## src/rtl/stopwatch_ctrl_if.sv

```systemverilog
// Stopwatch control interface.
// Bundles the debounced push-button inputs and the control/status outputs
// between the button conditioning side and the stopwatch datapath/LEDs.
//   btn_run_stop, btn_clear, btn_lap : debounced buttons (async to clk)
//   tick      : one-cycle count pulse at TICK_HZ while running
//   clear     : one-cycle pulse, counter must zero
//   lap_hold  : level, display freezes while 1
//   state_o   : current state (0 STOP, 1 RUN, 2 CLEAR)
//   led_run   : 1 while running
//   led_stop  : 1 while stopped
// master = button/datapath side, slave = stopwatch_ctrl.
interface stopwatch_ctrl_if;
  logic       btn_run_stop;
  logic       btn_clear;
  logic       btn_lap;
  logic       tick;
  logic       clear;
  logic       lap_hold;
  logic [1:0] state_o;
  logic       led_run;
  logic       led_stop;

  modport master (
    output btn_run_stop, btn_clear, btn_lap,
    input  tick, clear, lap_hold, state_o, led_run, led_stop
  );

  modport slave (
    input  btn_run_stop, btn_clear, btn_lap,
    output tick, clear, lap_hold, state_o, led_run, led_stop
  );
endinterface

```

## src/rtl/stopwatch_ctrl.sv

```systemverilog
// Stopwatch control FSM.
// Conditions three debounced buttons (2-flop sync + rising-edge detect),
// sequences STOP/RUN/CLEAR, divides clk down to the count tick, and drives
// the clear pulse, lap-freeze level and status LEDs.
// Ports:
//   clk   : system clock, rising edge
//   reset : synchronous, active-low
//   bus   : stopwatch_ctrl_if.slave (buttons in, control/status out)
module stopwatch_ctrl #(
  parameter int unsigned CLK_HZ  = 100_000_000,
  parameter int unsigned TICK_HZ = 100
) (
  input  logic              clk,
  input  logic              reset,
  stopwatch_ctrl_if.slave   bus
);

  localparam int unsigned DIV  = CLK_HZ / TICK_HZ;
  localparam int unsigned PW   = $clog2(DIV);
  localparam logic [PW-1:0] LAST = PW'(DIV - 1);

  typedef enum logic [1:0] {
    ST_STOP  = 2'd0,
    ST_RUN   = 2'd1,
    ST_CLEAR = 2'd2
  } state_t;

  // Button vector order: [0] run/stop, [1] clear, [2] lap
  logic [2:0]    btn;
  logic [2:0]    sync1;
  logic [2:0]    sync2;
  logic [2:0]    prev;
  logic [2:0]    press;
  state_t        state;
  logic [PW-1:0] prescaler;
  logic          lap_hold;

  assign btn = {bus.btn_lap, bus.btn_clear, bus.btn_run_stop};

  // press is registered so a button first sampled at edge k acts on the
  // FSM at edge k+3.
  always_ff @(posedge clk) begin
    if (!reset) begin
      sync1 <= '0;
      sync2 <= '0;
      prev  <= '0;
      press <= '0;
    end else begin
      sync1 <= btn;
      sync2 <= sync1;
      prev  <= sync2;
      press <= sync2 & ~prev;
    end
  end

  always_ff @(posedge clk) begin
    if (!reset) begin
      state     <= ST_STOP;
      prescaler <= '0;
      lap_hold  <= 1'b0;
    end else begin
      case (state)
        ST_STOP: begin
          if (press[1])
            state <= ST_CLEAR;
          else if (press[0])
            state <= ST_RUN;
          if (press[2])
            lap_hold <= 1'b0;
        end
        ST_RUN: begin
          if (press[0])
            state <= ST_STOP;
          if (press[2])
            lap_hold <= ~lap_hold;
          if (prescaler == LAST)
            prescaler <= '0;
          else
            prescaler <= prescaler + PW'(1);
        end
        ST_CLEAR: begin
          state     <= ST_STOP;
          prescaler <= '0;
          lap_hold  <= 1'b0;
        end
        default: state <= ST_STOP;
      endcase
    end
  end

  assign bus.tick     = (state == ST_RUN) && (prescaler == LAST);
  assign bus.clear    = (state == ST_CLEAR);
  assign bus.lap_hold = lap_hold;
  assign bus.state_o  = state;
  assign bus.led_run  = (state == ST_RUN);
  assign bus.led_stop = (state == ST_STOP);

endmodule

```

## src/flat_wrapper.sv

```systemverilog
// flat-port wrapper written by rule: the top's interface ports become plain ports
module stopwatch_ctrl_flat 
#(
  parameter int unsigned CLK_HZ  = 100_000_000,
  parameter int unsigned TICK_HZ = 100
)
  (clk, reset, bus_btn_run_stop, bus_btn_clear, bus_btn_lap, bus_tick, bus_clear, bus_lap_hold, bus_state_o, bus_led_run, bus_led_stop);
  stopwatch_ctrl_if bus_i ();
  input  logic clk;
  input  logic reset;
  input wire logic [$bits(bus_i.btn_run_stop)-1:0] bus_btn_run_stop;
  input wire logic [$bits(bus_i.btn_clear)-1:0] bus_btn_clear;
  input wire logic [$bits(bus_i.btn_lap)-1:0] bus_btn_lap;
  output wire logic [$bits(bus_i.tick)-1:0] bus_tick;
  output wire logic [$bits(bus_i.clear)-1:0] bus_clear;
  output wire logic [$bits(bus_i.lap_hold)-1:0] bus_lap_hold;
  output wire logic [$bits(bus_i.state_o)-1:0] bus_state_o;
  output wire logic [$bits(bus_i.led_run)-1:0] bus_led_run;
  output wire logic [$bits(bus_i.led_stop)-1:0] bus_led_stop;
  assign bus_i.btn_run_stop = bus_btn_run_stop;
  assign bus_i.btn_clear = bus_btn_clear;
  assign bus_i.btn_lap = bus_btn_lap;
  assign bus_tick = bus_i.tick;
  assign bus_clear = bus_i.clear;
  assign bus_lap_hold = bus_i.lap_hold;
  assign bus_state_o = bus_i.state_o;
  assign bus_led_run = bus_i.led_run;
  assign bus_led_stop = bus_i.led_stop;
  stopwatch_ctrl #(.CLK_HZ(CLK_HZ), .TICK_HZ(TICK_HZ)) u_core (.clk(clk), .reset(reset), .bus(bus_i));
endmodule
```

## config.mk

```make
export PLATFORM = sky130hd
export DESIGN_NAME = stopwatch_ctrl_flat
export DESIGN_NICKNAME = d
export VERILOG_FILES = /design/src/rtl/stopwatch_ctrl_if.sv /design/src/rtl/stopwatch_ctrl.sv /design/src/flat_wrapper.sv
export SDC_FILE = /design/constraint.sdc
export NUM_CORES = 1
export LEC_CHECK = 0
export CAP_MARGIN = 10
export CORE_UTILIZATION = 57
export CTS_BUF_LIST = sky130_fd_sc_hd__clkbuf_4 sky130_fd_sc_hd__clkbuf_8 sky130_fd_sc_hd__clkbuf_16
export DETAILED_ROUTE_END_ITERATION = 16
export PLACE_DENSITY = 0.84
export SLEW_MARGIN = 20
export SYNTH_ARGS = -nofsm -noshare
export SYNTH_HDL_FRONTEND = slang
export SYNTH_SLANG_ARGS = --single-unit
```

## constraint.sdc

```tcl
create_clock -name clk -period 2.28 [get_ports clk]
set_input_delay 0.57 -clock clk [delete_from_list [all_inputs] [get_ports clk]]
set_output_delay 0.57 -clock clk [all_outputs]
set_load 0.1 [all_outputs]
```

# [Word level (Yosys, flattened, before mapping)]
# Index checks and enable logic that the tools add are counted.
[totals] output_inout_bits=7 ff_bits=35 input_bits=5
[classes] reduce_logical=6 n_mux=9 bitwise=3 eq_ne=7 add_sub_neg=1
[op_table] operator="$pmux 20 s2" n=1
[op_table] operator="$add 20x1->20 const B" n=1
[op_table] operator="$eq 20x20->1 const B" n=1
[op_table] operator="$mux 20" n=1
[op_table] operator="$mux 2" n=3
[op_table] operator="$ne 2x1->1 const B" n=3
[op_table] operator="$pmux 2 s2" n=1
[op_table] operator="$and 3x3->3" n=1
[op_table] operator="$ne 3x1->1 const B" n=1
[op_table] operator="$not 3->3" n=1
[op_table] operator="$pmux 1 s3" n=1
[op_table] operator="$reduce_and 3->1" n=1
[op_table] operator="$reduce_bool 3->1" n=1
[op_table] operator="$eq 2x1->1 const B" n=1
[op_table] operator="$eq 2x2->1 const B" n=1
[op_table] operator="$logic_not 2->1" n=1
[op_table] operator="$mux 1" n=2
[op_table] operator="$reduce_and 2->1" n=1
[op_table] operator="$reduce_bool 2->1" n=1
[op_table] operator="$logic_and 1x1->1" n=1
[op_table] operator="$not 1->1" n=1

# [Logic depth before layout (Yosys ltp)]
# Gate-level depths: netlist of the first run.
[depth] ltp_word=3 ltp_mapped=8 mapped_depth_nobuf=7

# [Worst setup path before layout of the first run]
# Ideal clock, no wire load.
[synth_path] path_kind="reg-to-reg" startpoint="register u_core.state[0], in the netlist u_core.bus.state_o[0]" endpoint="register u_core.prescaler[11]" arrival_time_ns=3.135 path_stages_with_launch=7 slack_ns=-0.931 required_time_ns=2.205 synth_period_minus_slack_ns=3.211 n_path_buf=0 setup_time_ns=0.075 cell_sequence="dfxtp_1 > inv_1 > ha_1 > or2b_2 > a21o_4 > or4_1 > a31oi_1"
[synth_via] elab_chain_len=2
[synth_lines] element="start: declaration" line_no="stopwatch_ctrl.sv:34" text="state_t state;"
[synth_lines] element="start signal: assignment" line_no="stopwatch_ctrl.sv:58" text="state <= ST_STOP;"
[synth_lines] element="start signal: assignment" line_no="stopwatch_ctrl.sv:65" text="state <= ST_CLEAR;"
[synth_lines] element="start signal: assignment" line_no="stopwatch_ctrl.sv:67" text="state <= ST_RUN;"
[synth_lines] element="$eq 2x2->1 (*)"
[synth_lines] element="net bus_clear" line_no="flat_wrapper.sv:15" text="output wire logic [$bits(bus_i.clear)-1:0] bus_clear;"
[synth_lines] element="$pmux 20 s2 or $reduce_bool 2->1 (tied branches)"
[synth_lines] element="end signal: assignment" line_no="stopwatch_ctrl.sv:79" text="prescaler <= prescaler + PW'(1);"
[synth_lines] element="end: declaration" line_no="stopwatch_ctrl.sv:35" text="logic [PW-1:0] prescaler;"
# Mark *: on every way through the listed nets, which the timed path passes. The rest lies on a longest branch.
# A chain may end at the register's enable or synchronous reset.

# [Final worst setup path of the first run]
[layout_path] startpoint="register u_core.prescaler[12]" endpoint="output bus_tick"
[layout_via] elab_chain_len=2
[layout_lines] element="$eq 20x20->1" line_no="stopwatch_ctrl.sv:91" text="assign bus.tick = (state == ST_RUN) && (prescaler == LAST);"
[layout_lines] element="$logic_and 1x1->1" line_no="stopwatch_ctrl.sv:91"
[layout_lines] element="end: declaration" line_no="flat_wrapper.sv:14" text="output wire logic [$bits(bus_i.tick)-1:0] bus_tick;"
# Every way passes these cells.

==> flow_summary.ini, run 1 <==
[run_status]
status = complete, but fails checks
violations = DRC, setup timing

[worst_setup_path]
start_kind = flop
cp_slowest_stage_delay_ns = 0.55
worst_setup_path_end_kind = primary output
required_ns = 1.71
cp.buffers_inverters = 1
path_max_fanout = 6
arrival_ns = 1.95
r2r_setup_slack_ns = 0.13
critPathTopFamily = simple AND/OR/NAND/NOR gates
cp_slowest_cell = or4b_4
critPathKind = flop to primary output
cp_cell_sequence = or4b_4, nor4_4, and3_4, buf_12

[layout]
area_growth_pct = 16.73
stdcell_area_sq_um = 2034
fin_nets = 219
drive_gt1_share_pct = 21.33
n_fill_cell = 216
num_antenna_cells = 0

[drt]
routedWlPerCell_um = 16.18
finalWirelength_mm = 3.915
ant_nets = 0
dr.first_iter.drc_count = 112
drc = 2
dr.pass1.iters = 10
via_per_inst = 6.446
vias = 1560

[die]
core_area_sq_um = 2829
die_w_um = 57.30
dieArea_sq_um = 3283
start_util_pct = 61.61
row_count = 19
die_y_um = 57.30
boundaryPins = 12

[logic_synthesis]
yosysMostFrequentCell = dfxtp_1
synthFlopType = dfxtp_1
netlist_area_sq_um = 1743
syn-num-nets = 201
synth_top_cell_by_area = dfxtp_1
yosys_warnings = 0
syn_avg_cell_area_sq_um = 9.078
synthArstFlopShare_pct = 0
yosysTopAreaCellShare_pct = 40.20
synth_seq_area_share_pct = 40.20
syn_inst = 192
synth_commonest_cells = 35 x dfxtp_1, 19 x nand3_1, 12 x nand2b_1
synth_edf_count = 0
ys_types = 48
synth_seq_cells = 35
synthTopCellsByArea = dfxtp_1 40%, nand3_1 5.5%, nand2b_1 4.3%, a31oi_1 3.6%, and2_1 3.6%

[clock_network]
clockBufferDepth = 2
cts_tree = done
clkTransAtPathRegs_ns = 0.10
cts_max_level = 2
insertion_delay_ns = 0.35
cts.sinks = 35
cts_buffers = 5
cts-root-buf = clkbuf_4

[global_route]
grt_overflow = 0
grt_pass1_wl_mm = 6.472
antenna_found_initial = 0
grt_max_degree = 25
track_usage_pct = 25.72
grt_pass1_vias = 1471

[timing]
period_needed_ns = 2.518
finalWorstSetupSlack_ns = -0.2383
max_slew.worst_pin.slew_ns = 0.4662
fmax_mhz = 397.1
relSlewSlack_pct = 68.85
min_period_over_period_pct = 110.5
hold_violations = 0
clock_skew_ns = 0.01881
drv_slew = 0
rsz0062_at_grt = yes
setup_viol = 1

[run]
cap_violations = 0

[power_and_ir_drop]
total_power_uw = 1096
cellPowerDensity_nw_per_um2 = 538.6
p_leak_uw = 0.0007134
vdd_drop_max_uv = 434.6

[worst_hold_path]
hp-class = flop to flop

[place]
detailed_place_hpwl_mm = 2.584
pre_cts_ws_ns = 0.1106
placed_area_sq_um = 1933
place_congestion = 0.8709
io_buffer_count = 11
cell type report:
| class | instances | area [sq um] | area share, % |
|---|---|---|---|
| Timing Repair Buffer | 20 | 210.2 | 10.33 |
| Clock buffer | 5 | 37.54 | 1.845 |
| Sequential cell | 35 | 721.9 | 35.49 |
| Tap cell | 31 | 38.79 | 1.907 |
| Inverter | 5 | 18.77 | 0.9225 |
| Clock inverter | 3 | 15.01 | 0.7380 |
| Multi-Input combinational cell | 143 | 992.2 | 48.77 |
power breakdown:
| group | internal, uW | leakage [uW] | total [uW] | switching, uW |
|---|---|---|---|---|
| Clock | 113 | 0.0000263 | 315 | 202 |
| Combinational | 59.1 | 0.000398 | 138 | 79.1 |
| Sequential | 629 | 0.000289 | 643 | 14.0 |
kinds of logic (layout without fill, tap and decap cells):
kind of cell	Yosys count	count (layout)	share of synthesized area, %
and+or+nand+nor	103	103	37.47
DFF	35	35	40.20
AOI/OAI and AO/OA	34	34	13.64
buffers and inverters	14	33	4.665
adders and majority gates	4	4	2.872
muxes	2	2	1.149
state kept, by name, indices dropped and copies added (netlist names):
signal and flops:
u_core.bus.lap_hold 1, u_core.bus.state_o 2, u_core.prescaler 20, u_core.press 3, u_core.prev 3, u_core.sync1 3
u_core.sync2 3
stage by stage:
| step | setup TNS, ns | instances | hold slack (ns) | utilization (%) |
|---|---|---|---|---|
| 2_1_floorplan | -0.009236 | 192 | 0.3674 | - |
| 3_3_place_gp | 0 | 231 | 0.3716 | 68.33 |
| 3_5_place_dp | 0 | 231 | 0.3769 | 68.33 |
| 4_1_cts | -0.2533 | 241 | 0.3920 | 71.12 |
| 5_1_grt | -0.3164 | 242 | 0.3953 | 71.92 |
| 6_report | -0.2383 | 242 | 0.3894 | 71.92 |
what timing repair did:
action	4_1_cts	5_1_grt
buffers inserted	2	1
resized for setup	5	6
hold buffers	0	0
pin swaps	3	3
cloned	0	0
setup endpoints to repair	1	10
cells in the final DEF (no fill, tap or decap), types with 4 or more instances in the layout:
master | netlist | layout
nand2b_1 | 12 | 12
clkbuf_4 | 0 | 5
nand2_1 | 11 | 11
a21oi_1 | 7 | 7
a31oi_1 | 10 | 10
clkdlybuf4s50_1 | 0 | 4
nor2b_1 | 6 | 6
o211ai_1 | 4 | 4
inv_1 | 4 | 4
and2_1 | 10 | 10
or4_1 | 6 | 5
o21ai_0 | 4 | 4
buf_12 | 0 | 4
buf_4 | 0 | 12
dfxtp_4 | 0 | 5
or3_1 | 10 | 10
nand3_1 | 19 | 19
dfxtp_1 | 35 | 28
worst paths after layout:
| check | start | to | depth (start not counted) |
|---|---|---|---|
| setup / recovery | u_core.prescaler[12] | bus_tick | 4 |
| hold / removal | u_core.prev[1] | u_core.press[1] | 1 |
| setup reg to reg | u_core.bus.state_o[0] | u_core.prescaler[11] | 6 |
| hold reg to reg | u_core.prev[1] | u_core.press[1] | 1 |
routing by layer:
metal	vias up	global-route usage, %	wire (um)	part of all wire (%)
li1	741	-	-	-
met1	745	30.66	1651	42
met2	60	42.86	1946	50
met3	14	6.803	222	5.7
met4	0	12.89	94	2.4
met5	-	0	0	0
No activity file was read; power rests on OpenSTA's default activity.
==> inputs of run 2 (changes only) <==
CORE_UTILIZATION = 60   (was 57)
CTS_BUF_LIST = sky130_fd_sc_hd__clkbuf_4   (was sky130_fd_sc_hd__clkbuf_4 sky130_fd_sc_hd__clkbuf_8 sky130_fd_sc_hd__clkbuf_16)
HOLD_SLACK_MARGIN = 0.08   (was not set)
PLACE_DENSITY = 0.87   (was 0.84)
REMOVE_ABC_BUFFERS = 1   (was not set)
==> run 2 against run 1 <==
  * The run ends with setup timing left
  * First-iteration DRC count fell by 17%
  * Register-to-register slack is essentially flat
  * Cell area shrank 1.5%
  * Sequential cell count stayed put
  * Largest power group unchanged
  * Highest routed layer unchanged
==> flow_summary.ini, run 2 (synthesis results as in run 1) <==
[drt]
drc = 0
finalWirelength_mm = 3.485
dr.first_iter.drc_count = 93
dr.pass1.iters = 4
via_per_inst = 6.278
ant_nets = 0
routedWlPerCell_um = 14.46
vias = 1513

[clock_network]
cts_buffers = 5
post_cts_buffers = 0
cts_max_level = 2
clkTransAtPathRegs_ns = 0.12
insertion_delay_ns = 0.36
cts-root-buf = clkbuf_4
cts.sinks = 35
clockBufferDepth = 2
cts_tree = done

[global_route]
antenna_found_initial = 0
grt_pass1_vias = 1461
grt_pass1_wl_mm = 6.389
track_usage_pct = 26.11
grt_overflow = 0
grt_max_degree = 25

[place]
io_buffer_count = 11
post-place-cells = 233
detailed_place_hpwl_mm = 2.491
place_congestion = 0.8887

[worst_setup_path]
cp_cell_sequence = or4b_4, nor4_4, and3_4, buf_12
r2r_setup_slack_ns = 0.13
cp.buffers_inverters = 1
critPathTopFamily = simple AND/OR/NAND/NOR gates
cp_slowest_cell = or4b_4
worst_setup_path_end_kind = primary output
cp_slowest_stage_delay_ns = 0.55
arrival_ns = 1.97
path_max_fanout = 5
required_ns = 1.71
critPathKind = flop to primary output
start_kind = flop

[layout]
fin_nets = 218
top_register = u_core.prescaler
fin_cells = 241
layout_commonest_cell = dfxtp_1
final_cell_mix = 30 x dfxtp_1, 19 x nand3_1, 12 x nand2b_1, 11 x nand2_1, 11 x buf_4
drive_gt1_share_pct = 19.52
n_fill_cell = 211
num_antenna_cells = 0
area_growth_pct = 14.93
largest_reg_flops = 20

[timing]
finalWorstSetupSlack_ns = -0.2564
period_needed_ns = 2.536
setup_viol = 1
fin_setup_tns_ns = -0.2564
drv_slew = 0
relSlewSlack_pct = 77.81
max_slew.worst_pin.slew_ns = 0.3321
fmax_mhz = 394.3
clock_skew_ns = 0.01789
min_period_over_period_pct = 111.2
rsz0062_at_grt = yes
hold_violations = 0

[die]
core_area_sq_um = 2758
dieArea_sq_um = 3124
die_y_um = 55.90
row_count = 19
start_util_pct = 63.20
boundaryPins = 12
die_w_um = 55.90

[run_status]
violations = setup timing
status = complete, but fails checks

[run]
cap_violations = 0

[power_and_ir_drop]
p_leak_uw = 0.0007081
cellPowerDensity_nw_per_um2 = 552.7
total_power_uw = 1107
vdd_drop_max_uv = 636.7

[worst_hold_path]
hp-class = flop to flop
run 2: cell count changes in the layout (fill, tap and decap cells not counted), sizes merged:
cell | before | now
buf | 16 | 15
run 2: layer usage:
layer | GRT usage (%) | up-vias | wire length (um)
met1 | 31.51 | 724 | 1524
met4 | 8.711 | 0 | 70
met2 | 45.09 | 39 | 1731
met5 | 0 | - | 0
met3 | 6.977 | 8 | 159
li1 | - | 742 | -
run 2: final cells by class:
cell class	count	area, sq um	share of cell area [%]
clock inverter	3	20.02	0.9994
inverter	5	18.77	0.9369
multi-input combinational	143	978.4	48.84
tap	31	38.79	1.936
sequential	35	706.9	35.29
timing repair buffer	19	202.7	10.12
clock buffer	5	37.54	1.874
run 2: path summary, 6_finish.rpt:
kind | startpoint | to | cells past startpoint
max | u_core.prescaler[15] | bus_tick | 4
min | u_core.prev[1] | u_core.press[1] | 1
max reg2reg | u_core.prescaler[0] | u_core.prescaler[11] | 6
min reg2reg | u_core.prev[1] | u_core.press[1] | 1
run 2: timing repair:
item,CTS,global route
hold buffers,0,0
hold endpoints to repair,0,0
setup endpoints to repair,1,3
gates resized for setup,3,5
run 2: worst reg2reg max path, cell delays in order (launching register included):
cell,delay [ns]
dfxtp_1,0.36
ha_1,0.25
and3_1,0.22
and2_2,0.25
a21o_4,0.28
or4_1,0.54
a31oi_2,0.19
run 2: metrics by stage:
stage | hold slack, ns | setup WS [ns] | util, % | cell area (sq um)
2_1_floorplan | 0.3674 | -0.9657 | - | 1680
3_3_place_gp | 0.3715 | 0.1372 | 69.69 | 1922
3_5_place_dp | 0.3750 | 0.09723 | 69.69 | 1922
4_1_cts | 0.3721 | -0.2624 | 72.01 | 1986
5_1_grt | 0.3780 | -0.3077 | 72.64 | 2003
6_report | 0.3658 | -0.2564 | 72.64 | 2003
run 2: report_power, final:
part | switching, uW | total, uW | internal (uW)
clock | 217 | 335 | 118
combinational | 73.8 | 125 | 51.6
sequential | 16.0 | 647 | 631
total | 306 | 1110 | 801
